[src/rtl/display_pkg.sv]
// Shared constants and helpers for the digit scan path.
package display_pkg;

  // Default width of one digit value.
  localparam int DIGIT_W_DEFAULT = 4;
  // Widest bank digit_slice can address.
  localparam int MAX_DIGITS = 16;

  // Digit selects are active low; an idle select bit sits at AN_OFF.
  localparam logic AN_OFF = 1'b1;

  typedef logic [DIGIT_W_DEFAULT-1:0] digit_t;

  // Pull digit k out of a packed digit bus (digit k at [k*W +: W]).
  function automatic digit_t digit_slice(
    input logic [MAX_DIGITS*DIGIT_W_DEFAULT-1:0] bus,
    input int unsigned                           k
  );
    return bus[k*DIGIT_W_DEFAULT +: DIGIT_W_DEFAULT];
  endfunction

endpackage

[src/rtl/tick_divider.sv]
// Wrapping 0..DIV-1 counter that advances when enabled and flags its last count.
module tick_divider #(
  parameter int DIV = 4
) (
  input  logic clk,
  input  logic rst_n,
  input  logic en_i,
  output logic tick_o
);

  localparam int CW = (DIV > 1) ? $clog2(DIV) : 1;
  localparam logic [CW-1:0] LAST = CW'(DIV - 1);

  logic [CW-1:0] cnt_q, cnt_d;

  // Tick on the enabled terminal count; wrap back to zero on it.
  always_comb begin
    tick_o = en_i && (cnt_q == LAST);
    cnt_d  = cnt_q;
    if (en_i) cnt_d = tick_o ? '0 : cnt_q + 1'b1;
  end

  // Counter register.
  always_ff @(posedge clk or negedge rst_n) begin
    if (!rst_n) cnt_q <= '0;
    else        cnt_q <= cnt_d;
  end

endmodule

[src/rtl/display_scan_manager.sv]
// Digit bank with hold, plus a rotating active-low scan with blink and blank.
module display_scan_manager
  import display_pkg::*;
#(
  parameter int N_DIGITS    = 8,
  parameter int DIGIT_W     = DIGIT_W_DEFAULT,
  parameter int SCAN_DIV    = 1000,
  parameter int BLINK_SCANS = 250
) (
  input  logic                          clk,
  input  logic                          rst_n,
  input  logic                          update_i,
  input  logic                          hold_i,
  input  logic                          blank_i,
  input  logic [N_DIGITS-1:0]           blink_mask_i,
  input  logic [N_DIGITS*DIGIT_W-1:0]   digits_i,
  output logic [N_DIGITS*DIGIT_W-1:0]   digits_o,
  output logic [DIGIT_W-1:0]            digit_o,
  output logic [N_DIGITS-1:0]           an_o,
  output logic [$clog2(N_DIGITS)-1:0]   scan_idx_o,
  output logic                          display_en_o
);

  localparam int IDX_W = $clog2(N_DIGITS);
  localparam logic [IDX_W-1:0] LAST_IDX = IDX_W'(N_DIGITS - 1);

  logic [N_DIGITS*DIGIT_W-1:0] bank_q, bank_d;
  logic [IDX_W-1:0]            idx_q, idx_d;
  logic                        en_q, en_d;
  logic [N_DIGITS-1:0]         an_q, an_d;
  logic                        scan_tick, rot_tick, blink_tick;

  tick_divider #(.DIV(SCAN_DIV)) u_prescaler (
    .clk    (clk),
    .rst_n  (rst_n),
    .en_i   (1'b1),
    .tick_o (scan_tick)
  );

  tick_divider #(.DIV(BLINK_SCANS)) u_blink_div (
    .clk    (clk),
    .rst_n  (rst_n),
    .en_i   (rot_tick),
    .tick_o (blink_tick)
  );

  // Bank load; hold freezes it regardless of update.
  always_comb begin
    bank_d = bank_q;
    if (update_i && !hold_i) bank_d = digits_i;
  end

  // Scan index with explicit wrap so non power-of-two digit counts work.
  always_comb begin
    rot_tick = scan_tick && (idx_q == LAST_IDX);
    idx_d    = idx_q;
    if (scan_tick) idx_d = rot_tick ? '0 : idx_q + 1'b1;
    en_d     = en_q ^ blink_tick;
  end

  // Select from next-state index/phase so an_o moves on the same edge as scan_idx.
  always_comb begin
    an_d = {N_DIGITS{AN_OFF}};
    for (int k = 0; k < N_DIGITS; k++) begin
      if ((IDX_W'(k) == idx_d) && !blank_i && (!blink_mask_i[k] || en_d))
        an_d[k] = ~AN_OFF;
    end
  end

  // Selected digit, purely from registered state.
  always_comb begin
    digit_o = '0;
    for (int k = 0; k < N_DIGITS; k++) begin
      if (IDX_W'(k) == idx_q) digit_o = bank_q[k*DIGIT_W +: DIGIT_W];
    end
  end

  // State registers.
  always_ff @(posedge clk or negedge rst_n) begin
    if (!rst_n) begin
      bank_q <= '0;
      idx_q  <= '0;
      en_q   <= 1'b0;
      an_q   <= {N_DIGITS{AN_OFF}};
    end else begin
      bank_q <= bank_d;
      idx_q  <= idx_d;
      en_q   <= en_d;
      an_q   <= an_d;
    end
  end

  assign digits_o     = bank_q;
  assign an_o         = an_q;
  assign scan_idx_o   = idx_q;
  assign display_en_o = en_q;

endmodule

[config.mk]
export PLATFORM = sky130hd
export DESIGN_NAME = display_scan_manager
export DESIGN_NICKNAME = d
export VERILOG_FILES = /design/src/rtl/display_pkg.sv /design/src/rtl/tick_divider.sv /design/src/rtl/display_scan_manager.sv
export SDC_FILE = /design/constraint.sdc
export NUM_CORES = 1
export LEC_CHECK = 0
export CAP_MARGIN = 20
export CORE_MARGIN = 8
export CORE_UTILIZATION = 35
export CTS_BUF_LIST = sky130_fd_sc_hd__clkbuf_2
export DETAILED_ROUTE_END_ITERATION = 10
export PLACE_DENSITY_LB_ADDON = 0.12
export SETUP_SLACK_MARGIN = 0.5
export SYNTH_ARGS = -nofsm -noshare
export SYNTH_HDL_FRONTEND = slang
export SYNTH_SLANG_ARGS = --single-unit
[constraint.sdc]
create_clock -name clk -period 2.09 [get_ports clk]
set_clock_uncertainty 0.1 [all_clocks]
set_input_delay 0.3135 -clock clk [delete_from_list [all_inputs] [get_ports clk]]
set_output_delay 0.3135 -clock clk [all_outputs]
set_load 0.01 [all_outputs]
==> impl_metrics.prom <==
# TYPE chip_impl_metric gauge
chip_impl_metric{name="ys_ff_latch",unit=""} 62
chip_impl_metric{name="layout-drive-gt1-share",unit=""} 0.527
chip_impl_metric{name="worstMarginPinSlew",unit="ns"} 0.378
chip_impl_metric{name="tritoncts.num_buffers",unit=""} 9
chip_impl_metric{name="buffer_ports.inserted",unit=""} 92
chip_impl_metric{name="yosys_warnings",unit=""} 0
chip_impl_metric{name="cts_buffer_depth",unit=""} 2
chip_impl_info{name="top_cells_by_area_synth",value="dfrtp_1 (45%), mux2_2 (10%), dfstp_2 (6.9%)"} 1
chip_impl_metric{name="worst-endpoint-arrival",unit="ns"} 2.24
chip_impl_info{name="synth_flop_cell",value="dfrtp_1"} 1
chip_impl_metric{name="cts.clk_slew.worst_paths",unit="ns"} 0.17
chip_impl_metric{name="post_synth_instance_area",unit="mm^2"} 0.00304
chip_impl_metric{name="drt_wl_total",unit="um"} 9290
chip_impl_info{name="ctsRootBufferMaster",value="clkbuf_2"} 1
chip_impl_metric{name="maxSlewViolCount",unit=""} 0
chip_impl_metric{name="boundaryPins",unit=""} 93
chip_impl_metric{name="maxClockFrequency",unit="GHz"} 0.377
chip_impl_metric{name="ys_seq_area_frac",unit=""} 0.514
chip_impl_metric{name="yosys_cell_types",unit=""} 43
chip_impl_info{name="synth_top_cells_by_count",value="dfrtp_1 (54), mux2_2 (27), nand2_1 (27)"} 1
chip_impl_metric{name="post-route-min-period",unit="ns"} 2.65
chip_impl_metric{name="static-leakage-power",unit="nW"} 2.37
chip_impl_metric{name="dpl_worst_slack",unit="ns"} -0.454
chip_impl_metric{name="clk_latency",unit="ns"} 0.48
chip_impl_metric{name="number_of_rows_created_at_floorplan",unit=""} 34
chip_impl_info{name="cts_tree",value="done"} 1
chip_impl_metric{name="finish.instance_area",unit="mm^2"} 0.00539
chip_impl_metric{name="number_of_flops_mapped_to_enable_cells_by_yosys",unit=""} 0
chip_impl_metric{name="core_area",unit="mm^2"} 0.00855
chip_impl_metric{name="detail_route.iter0.violations",unit=""} 71
chip_impl_info{name="start_point_of_the_critical_path",value="scan_idx_o[1]"} 1
chip_impl_metric{name="timing.final.setup_violations",unit=""} 12
chip_impl_metric{name="detailed_place.area",unit="mm^2"} 0.00438
chip_impl_metric{name="max-slew-margin-rel",unit=""} 0.747
chip_impl_metric{name="clock_sinks",unit=""} 62
chip_impl_metric{name="route.detailed.vias_per_inst",unit=""} 5.00
chip_impl_metric{name="grt_antenna_before_repair",unit=""} 0
chip_impl_metric{name="worst-path-max-fanout",unit=""} 3
chip_impl_metric{name="final_net_count",unit=""} 506
chip_impl_metric{name="cell_count_final_fillers_out",unit=""} 565
chip_impl_metric{name="route.detailed.wl_per_inst",unit="um"} 16.4
chip_impl_metric{name="global_route_wire_length_before_repair",unit="um"} 14400
chip_impl_info{name="cp-end-kind",value="output port"} 1
chip_impl_metric{name="numPlacedInstances",unit=""} 489
chip_impl_metric{name="chipWidth",unit="um"} 109
chip_impl_metric{name="grt_util_all_layers",unit=""} 0.153
chip_impl_info{name="violated_checks",value="setup timing"} 1
chip_impl_metric{name="gr-total-overflow",unit=""} 0
chip_impl_metric{name="hold_viol_final",unit=""} 0
chip_impl_metric{name="syn2layout_area_growth",unit="%"} 77.5
chip_impl_info{name="grt_setup_unrepaired",value="yes"} 1
chip_impl_metric{name="dpl.hpwl",unit="um"} 6300
chip_impl_info{name="post-synth-top-count-cell",value="dfrtp_1"} 1
chip_impl_metric{name="initial_utilization",unit=""} 0.355
chip_impl_metric{name="drc",unit=""} 0
chip_impl_metric{name="synth_async_sr_flop_share",unit=""} 1.00
chip_impl_metric{name="p_per_area",unit="mW/mm^2"} 554
chip_impl_metric{name="maxCapViolations",unit=""} 0
chip_impl_metric{name="ant_nets",unit=""} 0
chip_impl_metric{name="synthesis.area_per_instance",unit="um^2"} 11.0
chip_impl_info{name="outcome",value="complete, but fails checks"} 1
chip_impl_metric{name="via_count_of_the_first_global_routing_pass",unit=""} 2888
chip_impl_info{name="timing.rr.start",value="scan_idx_o[2]"} 1
chip_impl_metric{name="dieHeight",unit="um"} 109
chip_impl_metric{name="diodes",unit=""} 0
chip_impl_metric{name="vias",unit=""} 2824
chip_impl_metric{name="synth.net_count",unit=""} 330
chip_impl_metric{name="gpl.final_weighted_congestion",unit=""} 0.762
chip_impl_metric{name="floorplan_die_area",unit="mm^2"} 0.0119
chip_impl_metric{name="htree_num_levels",unit=""} 3
chip_impl_metric{name="syn_inst",unit=""} 276
chip_impl_info{name="startpoint_type",value="flip-flop"} 1
chip_impl_metric{name="vdd_ir_drop_max",unit="V"} 0.000339
chip_impl_metric{name="grt_max_degree",unit=""} 63
chip_impl_metric{name="finalCoreUtilization",unit=""} 0.630
chip_impl_info{name="hold_class",value="in -> async"} 1
chip_impl_metric{name="detail_route.first_pass.iterations",unit=""} 4
chip_impl_metric{name="required_time_at_the_endpoint_of_the_critical_path",unit="ns"} 1.68
chip_impl_info{name="yosysTopAreaCell",value="dfrtp_1"} 1
chip_impl_metric{name="synth_top_area_frac",unit=""} 0.445
chip_impl_metric{name="final.setup.worst_slack",unit="ns"} -0.564
chip_impl_metric{name="post-route-period-util",unit=""} 1.27
chip_impl_info{name="setup.worst_path.class",value="reg -> out"} 1
-- power breakdown --
part | internal (mW) | total [mW] | switching [mW]
clock network | 0.388 | 0.816 | 0.427
logic | 0.514 | 0.794 | 0.280
registers | 1.29 | 1.38 | 0.0832
total | 2.20 | 2.99 | 0.791
-- cell families after synthesis --
family,synth area share
fa+ha+maj,0.0371
xor+xnor,0.0256
compound gates,0.166
simple gates,0.124
buf+inv,0.0334
mux,0.100
flops,0.514
-- critical path, stage by stage (launching register included) --
cell	delay, ns
dfrtp_2	0.46
buf_6	0.14
ha_4	0.15
or2_4	0.23
buf_6	0.12
a21oi_2	0.09
a22o_1	0.16
o22ai_2	0.10
o21ai_1	0.15
buf_2	0.15
-- state kept, by name (all words and copies together) (netlist names) --
register / flops
digits_o: 32
u_prescaler.cnt_q: 10
an_o: 8
u_blink_div.cnt_q: 8
scan_idx_o: 3
display_en_o: 1
-- worst paths after layout --
kind                                         to  slack [ns]  depth (start not counted)
setup / recovery                     digit_o[0]       -0.56                          9
min in group clk                   digits_o[23]        0.28                          3
setup reg to reg                        an_o[3]       -0.13                          9
hold reg to reg            u_blink_div.cnt_q[6]        0.42                          1
hold / removal                     display_en_o        0.23                          3
max in group asynchronous               an_o[0]        1.32                          3
-- through the flow --
stage	hold WS (ns)	setup TNS [ns]	power [mW]
2_1_floorplan	-0.0821	0	1.57
3_3_place_gp	0.249	-2.22	1.96
3_5_place_dp	0.253	-2.55	1.97
4_1_cts	0.229	-2.36	2.98
5_1_grt	0.231	-4.03	3.14
6_report	0.228	-3.03	2.99
-- metal layers --
metal,wire (um),part of all wire,GRT usage,vias up
li1,-,-,-,1368
met1,4020,0.43,0.195,1366
met2,4510,0.49,0.237,86
met3,710,0.076,0.0615,4
met4,56,0.0060,0.0381,0
met5,0,0,0,-
-- layout by cell type, fill, tap and decap left out, types with 3 or more instances in the layout --
| master | n |
|---|---|
| o22ai_2 | 4 |
| buf_4 | 28 |
| clkbuf_2 | 14 |
| dfstp_2 | 8 |
| clkdlybuf4s50_1 | 43 |
| a2111o_1 | 8 |
| xor2_1 | 3 |
| a21oi_2 | 3 |
| nand2_1 | 24 |
| o21ai_1 | 7 |
| o21ai_2 | 3 |
| dfrtp_1 | 45 |
| nor2_1 | 12 |
| a21oi_1 | 12 |
| nand2_4 | 3 |
| xnor2_1 | 4 |
| ha_4 | 7 |
| o21ai_0 | 12 |
| buf_2 | 8 |
| buf_6 | 87 |
| mux2_2 | 27 |
| dfrtp_2 | 9 |
| a22oi_1 | 7 |
| inv_1 | 11 |
| o22a_1 | 3 |
| clkinv_1 | 3 |
| nand3_1 | 5 |
-- cell type report --
type / instances / area, um^2
fillers: 702 / 3160
repair buffers: 175 / 1760
multi-input cells: 188 / 1710
flip-flops and latches: 62 / 1570
well taps: 108 / 135
inverters: 16 / 82.6
clock inverters: 6 / 76.3
clock buffers: 10 / 50.0
-- what timing repair did --
item,in CTS,in global routing
gates cloned,1,0
buffers inserted,47,11
endpoints found under the hold margin,62,0
hold buffers,1,0
setup endpoints to repair,67,71
pin swaps,15,15
resized for setup,288,53
(Power assumes the default switching activity.)
